===== src/rtl/dmem_arbiter.sv =====
// Two-port arbiter for the single-cycle data memory: round-robin between the core (r0) and the
// debug/loader port (r1), optional locked sequences, out-of-range rejection, registered responses.
module dmem_arbiter #(
    parameter int unsigned ADDR_WORDS = 8184,
    parameter bit          RESET_PRIO = 1'b0
) (
    input  logic        clk,
    input  logic        rst_n,
    input  logic        r0_valid,
    output logic        r0_ready,
    input  logic [31:0] r0_addr,
    input  logic [31:0] r0_wdata,
    input  logic [3:0]  r0_wmask,
    input  logic        r0_lock,
    output logic        r0_rsp_valid,
    output logic [31:0] r0_rsp_rdata,
    output logic        r0_rsp_err,
    input  logic        r1_valid,
    output logic        r1_ready,
    input  logic [31:0] r1_addr,
    input  logic [31:0] r1_wdata,
    input  logic [3:0]  r1_wmask,
    input  logic        r1_lock,
    output logic        r1_rsp_valid,
    output logic [31:0] r1_rsp_rdata,
    output logic        r1_rsp_err,
    output logic [3:0]  mem_wmask,
    output logic [31:0] mem_a,
    output logic [31:0] mem_wd,
    input  logic [31:0] mem_rd,
    output logic [1:0]  dbg_state
);
    // Handshake: an access is accepted on the rising edge where rN_valid and rN_ready are both high.
    // rN_ready is combinational, never high without rN_valid, and at most one ready is high per cycle.
    // Responses are single-cycle pulses one cycle after acceptance and cannot be back-pressured.

    typedef enum logic [1:0] {
        IDLE  = 2'd0,
        LOCK0 = 2'd1,
        LOCK1 = 2'd2
    } state_t;

    localparam logic [31:0] WORD_LIMIT = ADDR_WORDS;

    state_t state_q, state_d;
    logic   rr_q, rr_d;
    logic   g0, g1;
    logic   in_range0, in_range1;

    assign in_range0 = ({2'b00, r0_addr[31:2]} < WORD_LIMIT);
    assign in_range1 = ({2'b00, r1_addr[31:2]} < WORD_LIMIT);

    always_ff @(posedge clk or negedge rst_n) begin
        if (!rst_n) begin
            state_q <= IDLE;
            rr_q    <= RESET_PRIO;
        end else begin
            state_q <= state_d;
            rr_q    <= rr_d;
        end
    end

    always_comb begin
        g0      = 1'b0;
        g1      = 1'b0;
        state_d = state_q;
        rr_d    = rr_q;
        case (state_q)
            IDLE: begin
                g0 = r0_valid && (!r1_valid || !rr_q);
                g1 = r1_valid && (!r0_valid || rr_q);
            end
            LOCK0:   g0 = r0_valid;
            LOCK1:   g1 = r1_valid;
            default: state_d = IDLE;
        endcase
        // An out-of-range access never takes or keeps a lock.
        if (g0) begin
            if (r0_lock && in_range0) begin
                state_d = LOCK0;
            end else begin
                state_d = IDLE;
                rr_d    = 1'b1;
            end
        end else if (g1) begin
            if (r1_lock && in_range1) begin
                state_d = LOCK1;
            end else begin
                state_d = IDLE;
                rr_d    = 1'b0;
            end
        end
    end

    assign r0_ready  = g0;
    assign r1_ready  = g1;
    assign dbg_state = state_q;

    always_comb begin
        mem_a     = 32'd0;
        mem_wd    = 32'd0;
        mem_wmask = 4'd0;
        if (g0) begin
            mem_a     = r0_addr;
            mem_wd    = r0_wdata;
            mem_wmask = in_range0 ? r0_wmask : 4'd0;
        end else if (g1) begin
            mem_a     = r1_addr;
            mem_wd    = r1_wdata;
            mem_wmask = in_range1 ? r1_wmask : 4'd0;
        end
    end

    always_ff @(posedge clk or negedge rst_n) begin
        if (!rst_n) begin
            r0_rsp_valid <= 1'b0;
            r0_rsp_rdata <= 32'd0;
            r0_rsp_err   <= 1'b0;
            r1_rsp_valid <= 1'b0;
            r1_rsp_rdata <= 32'd0;
            r1_rsp_err   <= 1'b0;
        end else begin
            r0_rsp_valid <= g0;
            r0_rsp_err   <= g0 && !in_range0;
            r0_rsp_rdata <= (g0 && in_range0 && (r0_wmask == 4'd0)) ? mem_rd : 32'd0;
            r1_rsp_valid <= g1;
            r1_rsp_err   <= g1 && !in_range1;
            r1_rsp_rdata <= (g1 && in_range1 && (r1_wmask == 4'd0)) ? mem_rd : 32'd0;
        end
    end

endmodule


===== config.mk =====
export PLATFORM = sky130hd
export DESIGN_NAME = dmem_arbiter
export DESIGN_NICKNAME = d
export VERILOG_FILES = /design/src/rtl/dmem_arbiter.sv
export SDC_FILE = /design/constraint.sdc
export NUM_CORES = 1
export LEC_CHECK = 0
export BUFFER_PORTS_ARGS = -buffer_cell sky130_fd_sc_hd__buf_2
export CAP_MARGIN = 10
export CELL_PAD_IN_SITES_DETAIL_PLACEMENT = 1
export CELL_PAD_IN_SITES_GLOBAL_PLACEMENT = 1
export CORE_AREA = 2 2 125 127
export CTS_CLUSTER_SIZE = 25
export DETAILED_ROUTE_END_ITERATION = 10
export DIE_AREA = 0 0 127 129
export GPL_TIMING_DRIVEN = 0
export PLACE_DENSITY_LB_ADDON = 0.05
export SETUP_SLACK_MARGIN = 0.5
export SYNTH_ARGS = -nofsm -noshare
export SYNTH_HDL_FRONTEND = slang
export SYNTH_SLANG_ARGS = --single-unit

===== constraint.sdc =====
create_clock -name clk -period 1.7 [get_ports clk]
set_input_delay 0.085 -clock clk [delete_from_list [all_inputs] [get_ports clk]]
set_output_delay 0.085 -clock clk [all_outputs]
set_load 0.005 [all_outputs]

==> results.ini <==
[run_status]
status=finished with violations
violations=setup timing

[critical_path]
regToRegStartpoint=dbg_state[1]
ff2ff_setup_slack_ns=-0.28
critical_path.slowest_cell=sky130_fd_sc_hd__or4b_4
cp_top_family=simple AND/OR/NAND/NOR gates
critical_path_depth=7
setup.worst_path.end_class=output pin
reg2reg_to=r0_rsp_rdata[19]
critical_path.max_stage_delay_ns=0.49
r2r_cells=8
arrival_ns=1.96
timing.critical_path.required_ns=1.62
crit_path_max_fanout=5
critical_path_class=flip-flop to output pin
critical_path.startpoint=dbg_state[1]
worst_setup_path_endpoint=mem_wmask[1]
critical_path.startpoint_type=flip-flop
crit_path_cell_trace=nand2b_4 -> a21oi_4 -> or4b_4 -> buf_8 -> buf_12 -> o22ai_4 -> buf_2
timing.critical_path.buf_inv=3

[final_layout]
fillerInstances=1749
layout-area-overhead-vs-synth_pct=91.9
most_used_cells_in_the_layout_excluding_fill_and_tap_cells=309 x sky130_fd_sc_hd__buf_2, 71 x sky130_fd_sc_hd__dfrtp_1, 64 x sky130_fd_sc_hd__a22o_1
final_nets=844
final_common_cell=sky130_fd_sc_hd__buf_2
finish.utilization_pct=43.4
layout-drive-gt1-share_pct=64.9

[timing]
hold_viol_final=0
fin_crit_sh_pct=121
setup_repair_after_global_routing_missed_its_margin=true
tightest_slew_ns=1.20
slew_headroom_pct=20.0
timing.final.ws_setup_ns=-0.349
setup_viol_count_final=102
fin_skew_ns=0.00513
slew_violations=0
final.min_clock_period_ns=2.05
timing.fmax_mhz=488

[drt]
mean_number_of_vias_per_cell=4.61
route.detailed.drc=0
drtIter0Drc=92
routedWlPerCell_um=18.6
drt_pre_antenna_iters=4
drt_wl_total_um=16100
routed-via-count=3980
drt.antenna.violating_nets=0

[placement]
numPortBuffers=313
dp_worst_setup_slack_ns=-0.469
routabilityCongestion=0.767
dp_hpwl_um=12500

[logic_synthesis]
synth_compound_area_share_pct=18.9
synth_area_um2=3380
synth_top_family_by_area=simple AND/OR/NAND/NOR gates
yosys.area_share.adder_pct=0
synth_fp_nets=487
netlist-cell-type-count=30
synth_area_leader_cell=sky130_fd_sc_hd__dfrtp_1
post_synth_and_or_nand_nor_area_fraction_pct=20.0
synthCells=313
ys_seq_elements=71
synth.mux.area_fraction_pct=0
yosys-top-cells-area=sky130_fd_sc_hd__dfrtp_1 53%, sky130_fd_sc_hd__a22o_1 17%, sky130_fd_sc_hd__nor3_2 7.7%, sky130_fd_sc_hd__nor3_1 5.9%, sky130_fd_sc_hd__inv_1 4.7%
post-synth-top-area-fraction_pct=52.5
synth-seq-area-share_pct=52.5
post_synth_xor_area_fraction_pct=0
synth.yosys.warnings=0
syn-mean-instance-area_um2=10.8

[job]
cap_viol_max_count=0

[clock_network]
cts-htree-levels=3
cts_made_buffers=9
cts_sinks=71
cts.root.buffer_cell=sky130_fd_sc_hd__clkbuf_16
cts_tree=yes
clock_insertion_delay_worst_skew_ns=0.33
path_clk_slew_ns=0.06
clk_path_buf_depth=2

[global_route]
first_pass_grt_wire_length_um=22900
globalRoute.totalOverflow=0
largest_net_degree_at_the_start_of_global_routing=72
grt_usage_pct=18.1
number_of_antenna_violations_at_the_first_check_in_global_routing=1
grt_pass1_vias=4120

[floorplan]
die_h_um=129
die_w_um=127
initial_core_util_pct=22.6
ios=314
std_cell_rows=45
core_region_area_um2=15000
design.die.area_um2=16400

[power_and_ir_drop]
p_leak_nw=3.66
p_per_area_nw_per_um2=719
vdd_drop_max_mv=0.422
power.total_w=0.00467

[worst_hold_path]
worstHoldPathType=input port to flip-flop

==> cell usage after synthesis <==
cell type,number
sky130_fd_sc_hd__dfrtp_1,71
sky130_fd_sc_hd__a22o_1,64
sky130_fd_sc_hd__inv_1,42
sky130_fd_sc_hd__nor3_1,40
sky130_fd_sc_hd__nor3_2,26
sky130_fd_sc_hd__clkbuf_1,18
sky130_fd_sc_hd__nand4_1,7
sky130_fd_sc_hd__buf_1,4
sky130_fd_sc_hd__buf_6,4
sky130_fd_sc_hd__nor4_1,4
sky130_fd_sc_hd__o22ai_1,4
sky130_fd_sc_hd__nand2_1,3
sky130_fd_sc_hd__nor2b_1,3
sky130_fd_sc_hd__nor4_2,3
sky130_fd_sc_hd__a21oi_1,2
sky130_fd_sc_hd__nand3_1,2
sky130_fd_sc_hd__nor2_1,2
sky130_fd_sc_hd__o32ai_1,2
sky130_fd_sc_hd__a31o_2,1
sky130_fd_sc_hd__and2_1,1
sky130_fd_sc_hd__and3_1,1
sky130_fd_sc_hd__and4_1,1
sky130_fd_sc_hd__buf_2,1
sky130_fd_sc_hd__nand2b_1,1
sky130_fd_sc_hd__nand4b_1,1
sky130_fd_sc_hd__o21a_1,1
sky130_fd_sc_hd__o41ai_1,1
sky130_fd_sc_hd__or3_1,1
sky130_fd_sc_hd__or3_4,1
sky130_fd_sc_hd__or4b_1,1
==> layout make-up <==
cell class                 count  area [um^2]  area share [%]
antenna                        1         2.50          0.0385
buffer                        27          338            5.20
clock buffer                   9          225            3.47
clock inverter                 7         72.6            1.12
inverter                      42          158            2.43
multi-input combinational    173         1630            25.1
sequential                    71         1780            27.4
tap                          188          235            3.62
timing repair buffer         346         2060            31.7
==> state kept, by name (all words and copies together), names as in the netlist <==
| signal | cells |
|---|---|
| dbg_state | 2 |
| r0_rsp_err | 1 |
| r0_rsp_rdata | 32 |
| r0_rsp_valid | 1 |
| r1_rsp_err | 1 |
| r1_rsp_rdata | 32 |
| r1_rsp_valid | 1 |
| rr_q | 1 |
==> worst reg2reg max path: cells and delay by family, from the launching register on <==
kind / cells / cell delay, ns
flops: 1 / 0.38
compound gates: 1 / 0.13
simple gates: 3 / 0.79
buf+inv: 4 / 0.59
==> where the power goes <==
part | switching [W] | leakage [nW] | total, W | internal [W]
Sequential | 0.00000962 | 0.984 | 0.00171 | 0.00170
Clock | 0.000738 | 0.142 | 0.00188 | 0.00114
Combinational | 0.000496 | 2.54 | 0.00108 | 0.000584
==> what timing repair did <==
item | CTS | global route
setup buffers | 11 | 9
setup endpoints to repair | 141 | 141
hold buffers | 4 | 0
pin swaps | 8 | 56
gates cloned | 2 | 6
resized for setup | 51 | 63
endpoints found under the hold margin | 74 | 0
==> through the flow <==
step / hold slack, ns / TNS, ns / cells / cell area [um^2]
finish: 0.0116 / -22.87 / 864 / 6490
global route: 0.00880 / -29.91 / 864 / 6490
CTS: 0.00175 / -24.71 / 848 / 5990
detailed placement: 0.128 / -21.96 / 815 / 5290
global placement: 0.294 / -22.12 / 814 / 5260
floorplan: -0.211 / 0 / 313 / 3460
==> layer usage <==
layer	wire length (um)	track usage [%]	share of wire, %
met5	0	0	0
met4	212	4.72	1.3
met3	1160	5.28	7.2
met2	8460	31.8	53
met1	6240	21.9	39
==> how the worst min path moves through the flow <==
stage | end | cells past startpoint | from | slack, ns
after floorplan | dbg_state[0] | 0 | rst_n | -0.21
after detailed placement | r1_rsp_rdata[20] | 2 | rst_n | 0.13
final | r0_rsp_rdata[0] | 3 | mem_rd[0] | 0.01
after global placement | dbg_state[1] | 2 | r1_valid | 0.29
after CTS | r0_rsp_rdata[0] | 3 | mem_rd[0] | 0.002
after global routing | r0_rsp_rdata[14] | 3 | mem_rd[14] | 0.009
==> kinds of logic (layout without fill, tap and decap cells) <==
kind of cell | Yosys count | count (layout)
buffers and inverters | 69 | 431
and+or+nand+nor | 98 | 98
AOI/OAI and AO/OA | 75 | 75
DFF | 71 | 71
other | 0 | 1
Power figures use the tool's default switching activity.
